**config.mk**
```make
export PLATFORM = sky130hd
export DESIGN_NAME = sum_norm
export DESIGN_NICKNAME = d
export VERILOG_FILES = /design/src/rtl/sum_norm_pkg.sv /design/src/rtl/sum_norm_seq_div.sv /design/src/rtl/sum_norm.sv
export SDC_FILE = /design/constraint.sdc
export NUM_CORES = 1
export LEC_CHECK = 0
export CELL_PAD_IN_SITES_DETAIL_PLACEMENT = 0
export CELL_PAD_IN_SITES_GLOBAL_PLACEMENT = 2
export CORE_MARGIN = 2
export CORE_UTILIZATION = 34
export CTS_CLUSTER_SIZE = 25
export DETAILED_ROUTE_END_ITERATION = 10
export PLACE_DENSITY_LB_ADDON = 0.1
export SLEW_MARGIN = 20
export SYNTH_ARGS = -nofsm -noshare
export SYNTH_HDL_FRONTEND = slang
export SYNTH_SLANG_ARGS = --single-unit
```
**constraint.sdc**
```tcl
create_clock -name clk -period 18.7 [get_ports clk]
set_input_delay 2.805 -clock clk [delete_from_list [all_inputs] [get_ports clk]]
set_output_delay 2.805 -clock clk [all_outputs]
set_load 0.005 [all_outputs]
```
**src/rtl/sum_norm_pkg.sv**
```systemverilog
// Shared constants, state encoding and saturation limits for the sum_norm stage.
// Optional rounding is selected by the SUM_NORM_ROUND_EN macro in sum_norm.sv.
package sum_norm_pkg;

  localparam int COL     = 8;
  localparam int BW_PSUM = 20;
  localparam int BW_SUM  = 24;
  localparam int FRAC    = 8;
  localparam int BW_OUT  = 16;

  localparam int N      = BW_PSUM + FRAC;
  localparam int BW_TOT = BW_SUM + 1;
  localparam int BW_REM = BW_SUM + 2;
  localparam int IDX_W  = $clog2(COL);

  localparam logic [BW_OUT-1:0] SAT_POS = {1'b0, {(BW_OUT-1){1'b1}}};
  localparam logic [BW_OUT-1:0] SAT_NEG = {1'b1, {(BW_OUT-1){1'b0}}};

  typedef enum logic [2:0] {
    S_IDLE,
    S_WAIT_REMOTE,
    S_ADD,
    S_DIV,
    S_DONE
  } state_t;

endpackage

```
**src/rtl/sum_norm_seq_div.sv**
```systemverilog
// Bit-serial restoring divider: one quotient bit per cycle, N cycles after load.
// o_done is high whenever no division is in progress.
module seq_div_restoring #(
  parameter int N    = 28,
  parameter int BW_D = 25
) (
  input  logic            i_clk,
  input  logic            i_reset,
  input  logic            i_load,
  input  logic [N-1:0]    i_dividend,
  input  logic [BW_D-1:0] i_divisor,
  output logic            o_done,
  output logic [N-1:0]    o_quotient,
  output logic [BW_D:0]   o_remainder
);

  localparam int CW = $clog2(N + 1);

  logic [BW_D:0]   r_rem;
  logic [N-1:0]    r_quo;
  logic [BW_D-1:0] r_div;
  logic [CW-1:0]   r_cnt;

  logic [BW_D:0]   w_shift;
  logic [BW_D:0]   w_diff;
  logic            w_ge;

  // Remainder stays below the divisor, so its low BW_D bits carry all of it.
  assign w_shift = {r_rem[BW_D-1:0], r_quo[N-1]};
  assign w_ge    = (w_shift >= {1'b0, r_div});
  assign w_diff  = w_shift - {1'b0, r_div};

  always_ff @(posedge i_clk or posedge i_reset) begin
    if (i_reset) begin
      r_rem <= '0;
      r_quo <= '0;
      r_div <= '0;
      r_cnt <= '0;
    end else if (i_load) begin
      r_rem <= '0;
      r_quo <= i_dividend;
      r_div <= i_divisor;
      r_cnt <= CW'(N);
    end else if (r_cnt != '0) begin
      r_rem <= w_ge ? w_diff : w_shift;
      r_quo <= {r_quo[N-2:0], w_ge};
      r_cnt <= r_cnt - 1'b1;
    end
  end

  assign o_done      = (r_cnt == '0);
  assign o_quotient  = r_quo;
  assign o_remainder = r_rem;

endmodule

```
**src/rtl/sum_norm.sv**
```systemverilog
// Normalizes each column psum by (local + remote sum) into signed fixed point.
// Define SUM_NORM_ROUND_EN for round-half-up on magnitude; default truncates.
module sum_norm
  import sum_norm_pkg::*;
(
  input  logic                    clk,
  input  logic                    reset,
  input  logic                    start,
  input  logic [BW_PSUM*COL-1:0]  psum_in,
  input  logic [BW_SUM-1:0]       sum_local,
  input  logic [BW_SUM-1:0]       sum_remote,
  input  logic                    remote_valid,
  output logic                    rd,
  input  logic                    out_ready,
  output logic [BW_OUT*COL-1:0]   norm_out,
  output logic                    out_valid,
  output logic                    busy,
  output logic                    div_zero,
  output state_t                  dbg_state
);

  state_t                   r_state;
  logic [BW_PSUM*COL-1:0]   r_psum;
  logic [BW_SUM-1:0]        r_local;
  logic [BW_SUM-1:0]        r_remote;
  logic [BW_TOT-1:0]        r_total;
  logic [IDX_W-1:0]         r_idx;
  logic [BW_OUT*COL-1:0]    r_norm;
  logic                     r_valid;
  logic                     r_dz;

  logic [BW_TOT-1:0]        w_total_add;
  logic                     w_last;
  logic                     w_load;
  logic [IDX_W-1:0]         w_load_idx;
  logic [BW_PSUM-1:0]       w_psum_sel;
  logic [BW_PSUM-1:0]       w_abs;
  logic [N-1:0]             w_dividend;
  logic [BW_TOT-1:0]        w_divisor;
  logic                     w_done;
  logic [N-1:0]             w_quo;
  logic                     w_round_up;
  logic [N:0]               w_mag;
  logic                     w_sign;
  logic [BW_OUT-1:0]        w_col_out;

  assign w_total_add = {1'b0, r_local} + {1'b0, r_remote};
  assign w_last      = (r_idx == IDX_W'(COL - 1));
  assign w_load      = ((r_state == S_ADD) && (w_total_add != '0)) ||
                       ((r_state == S_DIV) && w_done && !w_last);
  assign w_load_idx  = (r_state == S_ADD) ? '0 : r_idx + 1'b1;
  assign w_psum_sel  = r_psum[w_load_idx*BW_PSUM +: BW_PSUM];
  // Unsigned two's-complement negate yields 2^(BW_PSUM-1) for the most negative psum.
  assign w_abs       = w_psum_sel[BW_PSUM-1] ? (~w_psum_sel + 1'b1) : w_psum_sel;
  assign w_dividend  = {w_abs, {FRAC{1'b0}}};
  assign w_divisor   = (r_state == S_ADD) ? w_total_add : r_total;

`ifdef SUM_NORM_ROUND_EN
  logic [BW_REM-1:0] w_rem;
  seq_div_restoring #(.N(N), .BW_D(BW_TOT)) u_div (
    .i_clk       (clk),
    .i_reset     (reset),
    .i_load      (w_load),
    .i_dividend  (w_dividend),
    .i_divisor   (w_divisor),
    .o_done      (w_done),
    .o_quotient  (w_quo),
    .o_remainder (w_rem)
  );
  assign w_round_up = ({w_rem, 1'b0} >= {2'b00, r_total});
`else
  seq_div_restoring #(.N(N), .BW_D(BW_TOT)) u_div (
    .i_clk       (clk),
    .i_reset     (reset),
    .i_load      (w_load),
    .i_dividend  (w_dividend),
    .i_divisor   (w_divisor),
    .o_done      (w_done),
    .o_quotient  (w_quo),
    .o_remainder ()
  );
  assign w_round_up = 1'b0;
`endif

  assign w_mag  = {1'b0, w_quo} + (N+1)'(w_round_up);
  assign w_sign = r_psum[r_idx*BW_PSUM + (BW_PSUM - 1)];

  always_comb begin
    w_col_out = '0;
    if (w_sign) begin
      w_col_out = (w_mag > (N+1)'(SAT_NEG)) ? SAT_NEG : (~w_mag[BW_OUT-1:0] + BW_OUT'(1));
    end else begin
      w_col_out = (w_mag > (N+1)'(SAT_POS)) ? SAT_POS : w_mag[BW_OUT-1:0];
    end
  end

  always_ff @(posedge clk or posedge reset) begin
    if (reset) begin
      r_state  <= S_IDLE;
      r_psum   <= '0;
      r_local  <= '0;
      r_remote <= '0;
      r_total  <= '0;
      r_idx    <= '0;
      r_norm   <= '0;
      r_valid  <= 1'b0;
      r_dz     <= 1'b0;
    end else begin
      case (r_state)
        S_IDLE: begin
          if (start) begin
            r_psum  <= psum_in;
            r_local <= sum_local;
            r_dz    <= 1'b0;
            r_state <= S_WAIT_REMOTE;
          end
        end
        S_WAIT_REMOTE: begin
          if (remote_valid) begin
            r_remote <= sum_remote;
            r_state  <= S_ADD;
          end
        end
        S_ADD: begin
          r_total <= w_total_add;
          r_idx   <= '0;
          if (w_total_add == '0) begin
            r_dz    <= 1'b1;
            r_norm  <= '0;
            r_valid <= 1'b1;
            r_state <= S_DONE;
          end else begin
            r_state <= S_DIV;
          end
        end
        S_DIV: begin
          // The cycle the divider reports done is the finalize cycle for r_idx.
          if (w_done) begin
            r_norm[r_idx*BW_OUT +: BW_OUT] <= w_col_out;
            if (w_last) begin
              r_valid <= 1'b1;
              r_state <= S_DONE;
            end else begin
              r_idx <= r_idx + 1'b1;
            end
          end
        end
        S_DONE: begin
          if (out_ready) begin
            r_valid <= 1'b0;
            r_state <= S_IDLE;
          end
        end
        default: r_state <= S_IDLE;
      endcase
    end
  end

  assign rd        = (r_state == S_WAIT_REMOTE) && remote_valid;
  assign norm_out  = r_norm;
  assign out_valid = r_valid;
  assign busy      = (r_state != S_IDLE);
  assign div_zero  = r_dz;
  assign dbg_state = r_state;

endmodule

```
==> impl_metrics.py, run 1 <==
metrics = {
    "outcome": {
        "outcome": "complete, no violations",
    },
    "grt": {
        "met1_usage": 0.303,
        "use_met3": 0.0342,
        "grt_most_used_layer": "met2",
        "grt.total_usage": 0.215,
        "gr-total-overflow": 0,
        "grt_start_max_net_pins": 154,
        "met2_usage": 0.336,
        "grt_pass1_vias": 19000,
        "grt_pass1_wl_um": 113000,
        "antenna_found_initial": 0,
    },
    "route": {
        "drc": 0,
        "totalWireLength_um": 73800,
        "drt_iter0_drc": 1607,
        "vias": 18900,
        "detail_route.wl_per_cell_um": 20.5,
        "firstDrtPassIters": 5,
        "viasPerCell": 5.25,
        "ant_nets": 0,
    },
    "cts": {
        "cts-buffers-inserted": 52,
        "clk_pin_slew_ps": 60,
        "cts_setup_buffers": 0,
        "cts_tree": "done",
        "cts_buffer_depth": 3,
        "cts.sinks": 452,
        "clk_latency_ps": 610,
        "cts_hold_buf": 0,
        "ctsHtreeMaxLevel": 2,
        "cts_resized": 0,
        "clockRootBuffer": "clkbuf_16",
    },
    "placement": {
        "dpl.hpwl_um": 52900,
        "place_area_mm2": 0.0269,
        "dp.cells": 3509,
        "io_buffers": 347,
        "dpl_worst_slack_ps": 11290,
        "gp_congestion": 0.852,
    },
    "final_layout": {
        "final_util": 0.438,
        "final_nets": 2979,
        "layout-drive-gt1-share": 0.0795,
        "antenna_cells": 0,
        "fin_cells": 3606,
        "areaGrowthSynthToFinish_pct": 27.3,
        "final_area_mm2": 0.0288,
        "seq_area_mm2": 0.0113,
        "nFillCells": 6396,
        "multiInputGateArea_mm2": 0.0105,
    },
    "logic_synthesis": {
        "ys_top_cells_by_area": "dfrtp_1 (50%), nand2_1 (11%), o2bb2ai_1 (4.2%), ha_1 (3.5%), a21oi_1 (3.5%)",
        "synth_seq_cells": 452,
        "synth_common_cells": "nand2_1 (675), dfrtp_1 (452), a21oi_1 (156), o2bb2ai_1 (109), clkbuf_1 (104)",
        "syn_area_mm2": 0.0226,
        "synth_edf_count": 0,
        "synth_top_area_share": 0.500,
        "yosysWarnings": 0,
        "yosys.cell_count.top_type": "nand2_1",
        "synth_area_per_cell_um2": 9.42,
        "ys_seq_area_frac": 0.500,
        "synthCells": 2398,
        "syn_nets": 2676,
        "synthDistinctLibCells": 78,
        "async_reset_ff_frac": 1.00,
        "synth_flop_cell": "dfrtp_1",
        "synth_largest_area_cell": "dfrtp_1",
    },
    "critical_path": {
        "reg2reg_depth": 14,
        "worstPathRequired_ps": 15890,
        "critical_path.max_fanout": 26,
        "path_class": "input port to primary output",
        "worstSetupStartpointType": "input port",
        "crit_path_end_kind": "primary output",
        "arrival_ps": 4600,
    },
    "timing": {
        "finalSetupViolations": 0,
        "tightest_slew_ps": 1060,
        "final.setup.worst_slack_ps": 11300,
        "grt_setup_unrepaired": "no",
        "relSlewSlack": 0.296,
        "fin_crit_ps": 7400,
        "fmax_ghz": 0.135,
        "hold_viol": 0,
        "whs_ps": 469,
        "finalSetupTns_ps": 0,
        "fin_skew_ps": 23.5,
        "drv_slew": 0,
        "post-route-period-util": 0.396,
    },
    "floorplanning": {
        "die_h_um": 262,
        "start_util": 0.344,
        "num_rows": 94,
        "dieArea_mm2": 0.0685,
        "die_x_um": 262,
        "core_area_mm2": 0.0657,
        "pin_count": 348,
    },
    "power_and_ir_drop": {
        "leakage_nw": 13.1,
        "irDropWorstVdd_mv": 0.0722,
        "power-per-cell-area_mw_per_mm2": 173,
        "p_total_mw": 4.98,
    },
    "flow_run": {
        "cap_violations": 0,
    },
    "min_path": {
        "min_path_cells": 2,
        "hp-class": "register to register",
    },
}
[cell usage in the layout, fill, tap and decap left out, types with 12 or more instances in the layout]
cell | netlist | final
xor2_1 | 27 | 27
and3_1 | 24 | 24
mux2_2 | 37 | 37
a2bb2o_1 | 12 | 12
clkbuf_16 | 0 | 52
nand3_1 | 42 | 42
xnor2_1 | 29 | 29
nor3_1 | 30 | 29
a22o_1 | 40 | 40
inv_1 | 63 | 62
mux4_2 | 20 | 20
dfrtp_1 | 452 | 451
buf_4 | 3 | 40
clkbuf_8 | 0 | 18
clkdlybuf4s50_1 | 0 | 347
o2bb2ai_1 | 109 | 109
nand2_1 | 675 | 674
mux2i_1 | 24 | 24
o211ai_1 | 12 | 12
ha_1 | 63 | 62
o21a_1 | 14 | 14
nor2_1 | 90 | 86
or3_1 | 15 | 15
o21ai_0 | 88 | 87
a211oi_1 | 15 | 15
clkinv_2 | 0 | 13
a21o_1 | 12 | 12
a21oi_1 | 156 | 155
nor4_1 | 12 | 12
o22ai_1 | 42 | 42
a31oi_1 | 14 | 14
a22oi_1 | 15 | 15
[registers in the layout (all words and copies together), names as in the netlist]
| name | cells |
|---|---|
| r_total | 25 |
| u_div.r_cnt | 5 |
| dbg_state | 3 |
| r_remote | 24 |
| u_div.o_quotient | 28 |
| u_div.r_div | 25 |
| r_local | 24 |
| u_div.o_remainder | 25 |
| r_psum | 160 |
| r_idx | 3 |
| norm_out | 128 |
| div_zero | 1 |
| out_valid | 1 |
[routing by layer]
metal | part of all wire | wire, um | up-vias
met5 | 0 | 0 | -
li1 | - | - | 9057
met3 | 0.047 | 3440 | 116
met4 | 0.032 | 2320 | 0
met1 | 0.47 | 34400 | 9275
met2 | 0.46 | 33600 | 468
[worst paths after layout]
path | from | endpoint | slack [ps]
max in group asynchronous | reset | r_psum[61] | 13710
hold / removal | r_psum[80] | r_psum[80] | 470
setup reg to reg | r_idx[1] | u_div.o_quotient[26] | 12960
hold reg to reg | r_psum[80] | r_psum[80] | 470
min in group asynchronous | reset | u_div.o_remainder[2] | 2710
setup / recovery | remote_valid | rd | 11300
[where the power goes]
part           internal [mW]  total, mW  switching, mW
clock network          0.623       1.05          0.427
registers               1.33       1.55          0.226
logic                  0.925       2.38           1.46
total                   2.87       4.98           2.11
[final cells by class]
cell class	instances	area share
repair buffers	390	0.134
flip-flops and latches	452	0.393
clock buffers	73	0.0542
inverters	65	0.00874
multi-input cells	1740	0.365
well taps	864	0.0376
clock inverters	22	0.00774
[logic make-up after synthesis]
group	after synthesis	synth area share
flip-flops	452	0.500
AND/OR/NAND/NOR	947	0.177
AO/OA/AOI/OAI	591	0.179
XOR/XNOR	56	0.0217
buffers and inverters	206	0.0368
multiplexers	81	0.0490
adder cells (fa/ha/maj)	65	0.0367
[worst max-delay path: stages]
cell             delay [ps]
clkdlybuf4s50_1         610
nand2_1                 100
nor3_2                  120
buf_4                   350
clkdlybuf4s50_1         580
Power figures use the tool's default switching activity.
==> run 2: changes to the inputs <==
CORE_UTILIZATION = 31   (was 34)
clock period = 6.3 ns   (was 18.7 ns; I/O delays follow)
==> run 2 against run 1 <==
Non-clock buffer count is 7 higher. Final cell count is 2.8% higher. Worst hold slack lost 2.9 ps. Critical path type is now register to register. Register-to-register slack lost 12000 ps. Critical endpoint is now u_div.o_quotient[26]. Flip-flop and latch count did not move. Power rose to 3.0 times the previous value. First-iteration DRC count down 7.2%.
==> impl_metrics.py, run 2 (synthesis gave the netlist of run 1 again) <==
metrics = {
    "outcome": {
        "outcome": "complete, no violations",
    },
    "route": {
        "detail_route.wl_per_cell_um": 20.8,
        "ant_nets": 0,
        "dr_wl_met3_um": 3330,
        "topRoutingLayerUsed": "met4",
        "viasPerCell": 5.11,
        "vias": 19000,
        "drt_iter0_drc": 1491,
        "wl_met2_um": 35500,
        "drc": 0,
        "drt-met1-wl_um": 37000,
        "firstDrtPassIters": 6,
        "totalWireLength_um": 77200,
    },
    "timing": {
        "tightest_slew_ps": 1130,
        "fmax_ghz": 0.201,
        "fin_crit_ps": 4970,
        "finalSetupTns_ps": 0,
        "finalSetupViolations": 0,
        "post-route-period-util": 0.790,
        "fin_skew_ps": 20.1,
        "relSlewSlack": 0.248,
        "whs_ps": 466,
        "drv_slew": 0,
        "hold_viol": 0,
        "grt_setup_unrepaired": "no",
    },
    "cts": {
        "cts_setup_buffers": 0,
        "cts_buffer_depth": 3,
        "cts_resized": 0,
        "cts_hold_buf": 0,
        "clk_pin_slew_ps": 60,
        "clk_latency_ps": 630,
        "ctsHtreeMaxLevel": 2,
        "cts.sinks": 452,
        "cts_tree": "done",
        "cts-buffers-inserted": 52,
        "clockRootBuffer": "clkbuf_16",
    },
    "grt": {
        "grt_start_max_net_pins": 185,
        "gr-total-overflow": 0,
        "antenna_found_initial": 0,
        "grt.total_usage": 0.202,
        "grt_pass1_wl_um": 117000,
        "grt_pass1_vias": 18800,
    },
    "critical_path": {
        "arrival_ps": 5500,
        "worstSetupStartpointType": "register",
        "critical_path.max_fanout": 42,
        "path_buf_inv": 2,
        "cp_cell_sequence": "ha_1, ha_2, buf_4, mux4_2, a2bb2oi_1, ha_1, inv_1, nor4_1, nor2b_1, a31oi_1, xor2_1, o22ai_1",
        "worstPathRequired_ps": 6830,
        "crit_path_end_kind": "register",
        "slowest_stage": "dfrtp_1",
        "path_delay_family": "adder cells",
        "path_class": "register to register",
        "max_stage_delay_ps": 670,
        "cp_common_cell": "ha_1",
    },
    "final_layout": {
        "areaGrowthSynthToFinish_pct": 28.1,
        "antenna_cells": 0,
        "final_common_cell": "nand2_1",
        "final_nets": 2986,
        "final_util": 0.399,
        "final_area_mm2": 0.0289,
        "fin_cells": 3706,
        "largest_reg_flops": 160,
        "largest_register": "r_psum",
        "final_cell_mix": "nand2_1 (674), dfrtp_1 (451), clkdlybuf4s50_1 (347)",
        "layout-drive-gt1-share": 0.0779,
    },
    "placement": {
        "io_buffers": 347,
        "place_area_mm2": 0.0271,
        "gp_congestion": 0.810,
        "dp.cells": 3612,
        "dpl.hpwl_um": 56100,
    },
    "floorplanning": {
        "num_rows": 99,
        "start_util": 0.311,
        "dieArea_mm2": 0.0751,
        "pin_count": 348,
        "die_x_um": 274,
        "die_h_um": 274,
        "core_area_mm2": 0.0726,
    },
    "power_and_ir_drop": {
        "irDropWorstVdd_mv": 0.339,
        "leakage_nw": 13.1,
        "power-per-cell-area_mw_per_mm2": 515,
    },
    "flow_run": {
        "cap_violations": 0,
    },
    "min_path": {
        "hp-class": "register to register",
    },
}
run 2: changes by cell type in the layout (fill, tap and decap cells not counted), moves of 2 or more:
| cell | delta |
|---|---|
| buf_4 | +4 |
| clkbuf_1 | +7 |
| nor2_1 | +2 |
| clkinv_2 | -3 |
| bufinv_16 | +2 |
| clkinv_4 | +2 |
| clkbuf_8 | -10 |
| buf_12 | +4 |
| nor2_2 | -2 |
run 2: through the flow:
step                setup WS (ps)  power (mW)
detailed placement           1380        11.8
finish                       1330        14.9
floorplan                    -758        9.37
global placement             1480        11.7
CTS                          1350        15.0
global route                 1010        16.1
run 2: tightest hold or removal path, delay by kind of cell (launching register included):
kind / cells / cell delay [ps]
simple gates: 2 / 100
flops: 1 / 330
run 2: final cells by class:
cell class	count	area, um^2
fillers	7263	43600
clock buffers	70	1450
clock inverters	23	312
well taps	959	1200
multi-input cells	1740	10500
repair buffers	397	3930
flip-flops and latches	452	11300
inverters	65	248
run 2: path summary, 6_finish.rpt:
kind	from	cells after the start	end	slack, ps
max	r_idx[1]	12	u_div.o_quotient[26]	1330
min	r_psum[41]	2	r_psum[41]	470
max reg2reg	r_idx[1]	12	u_div.o_quotient[26]	1330
min reg2reg	r_psum[41]	2	r_psum[41]	470
max in group asynchronous	reset	3	norm_out[100]	4290
min in group asynchronous	reset	2	norm_out[56]	760
run 2: routing by layer:
layer  GRT usage  vias up
li1            -     9057
met1       0.294     9377
met5           0        -
met3      0.0292       72
met4      0.0438        0
met2       0.318      444
run 2: power breakdown:
group	internal, mW	total (mW)	switching [mW]
Combinational	2.76	7.12	4.36
Sequential	3.94	4.65	0.711
Clock	1.83	3.14	1.30
Total	8.53	14.9	6.37
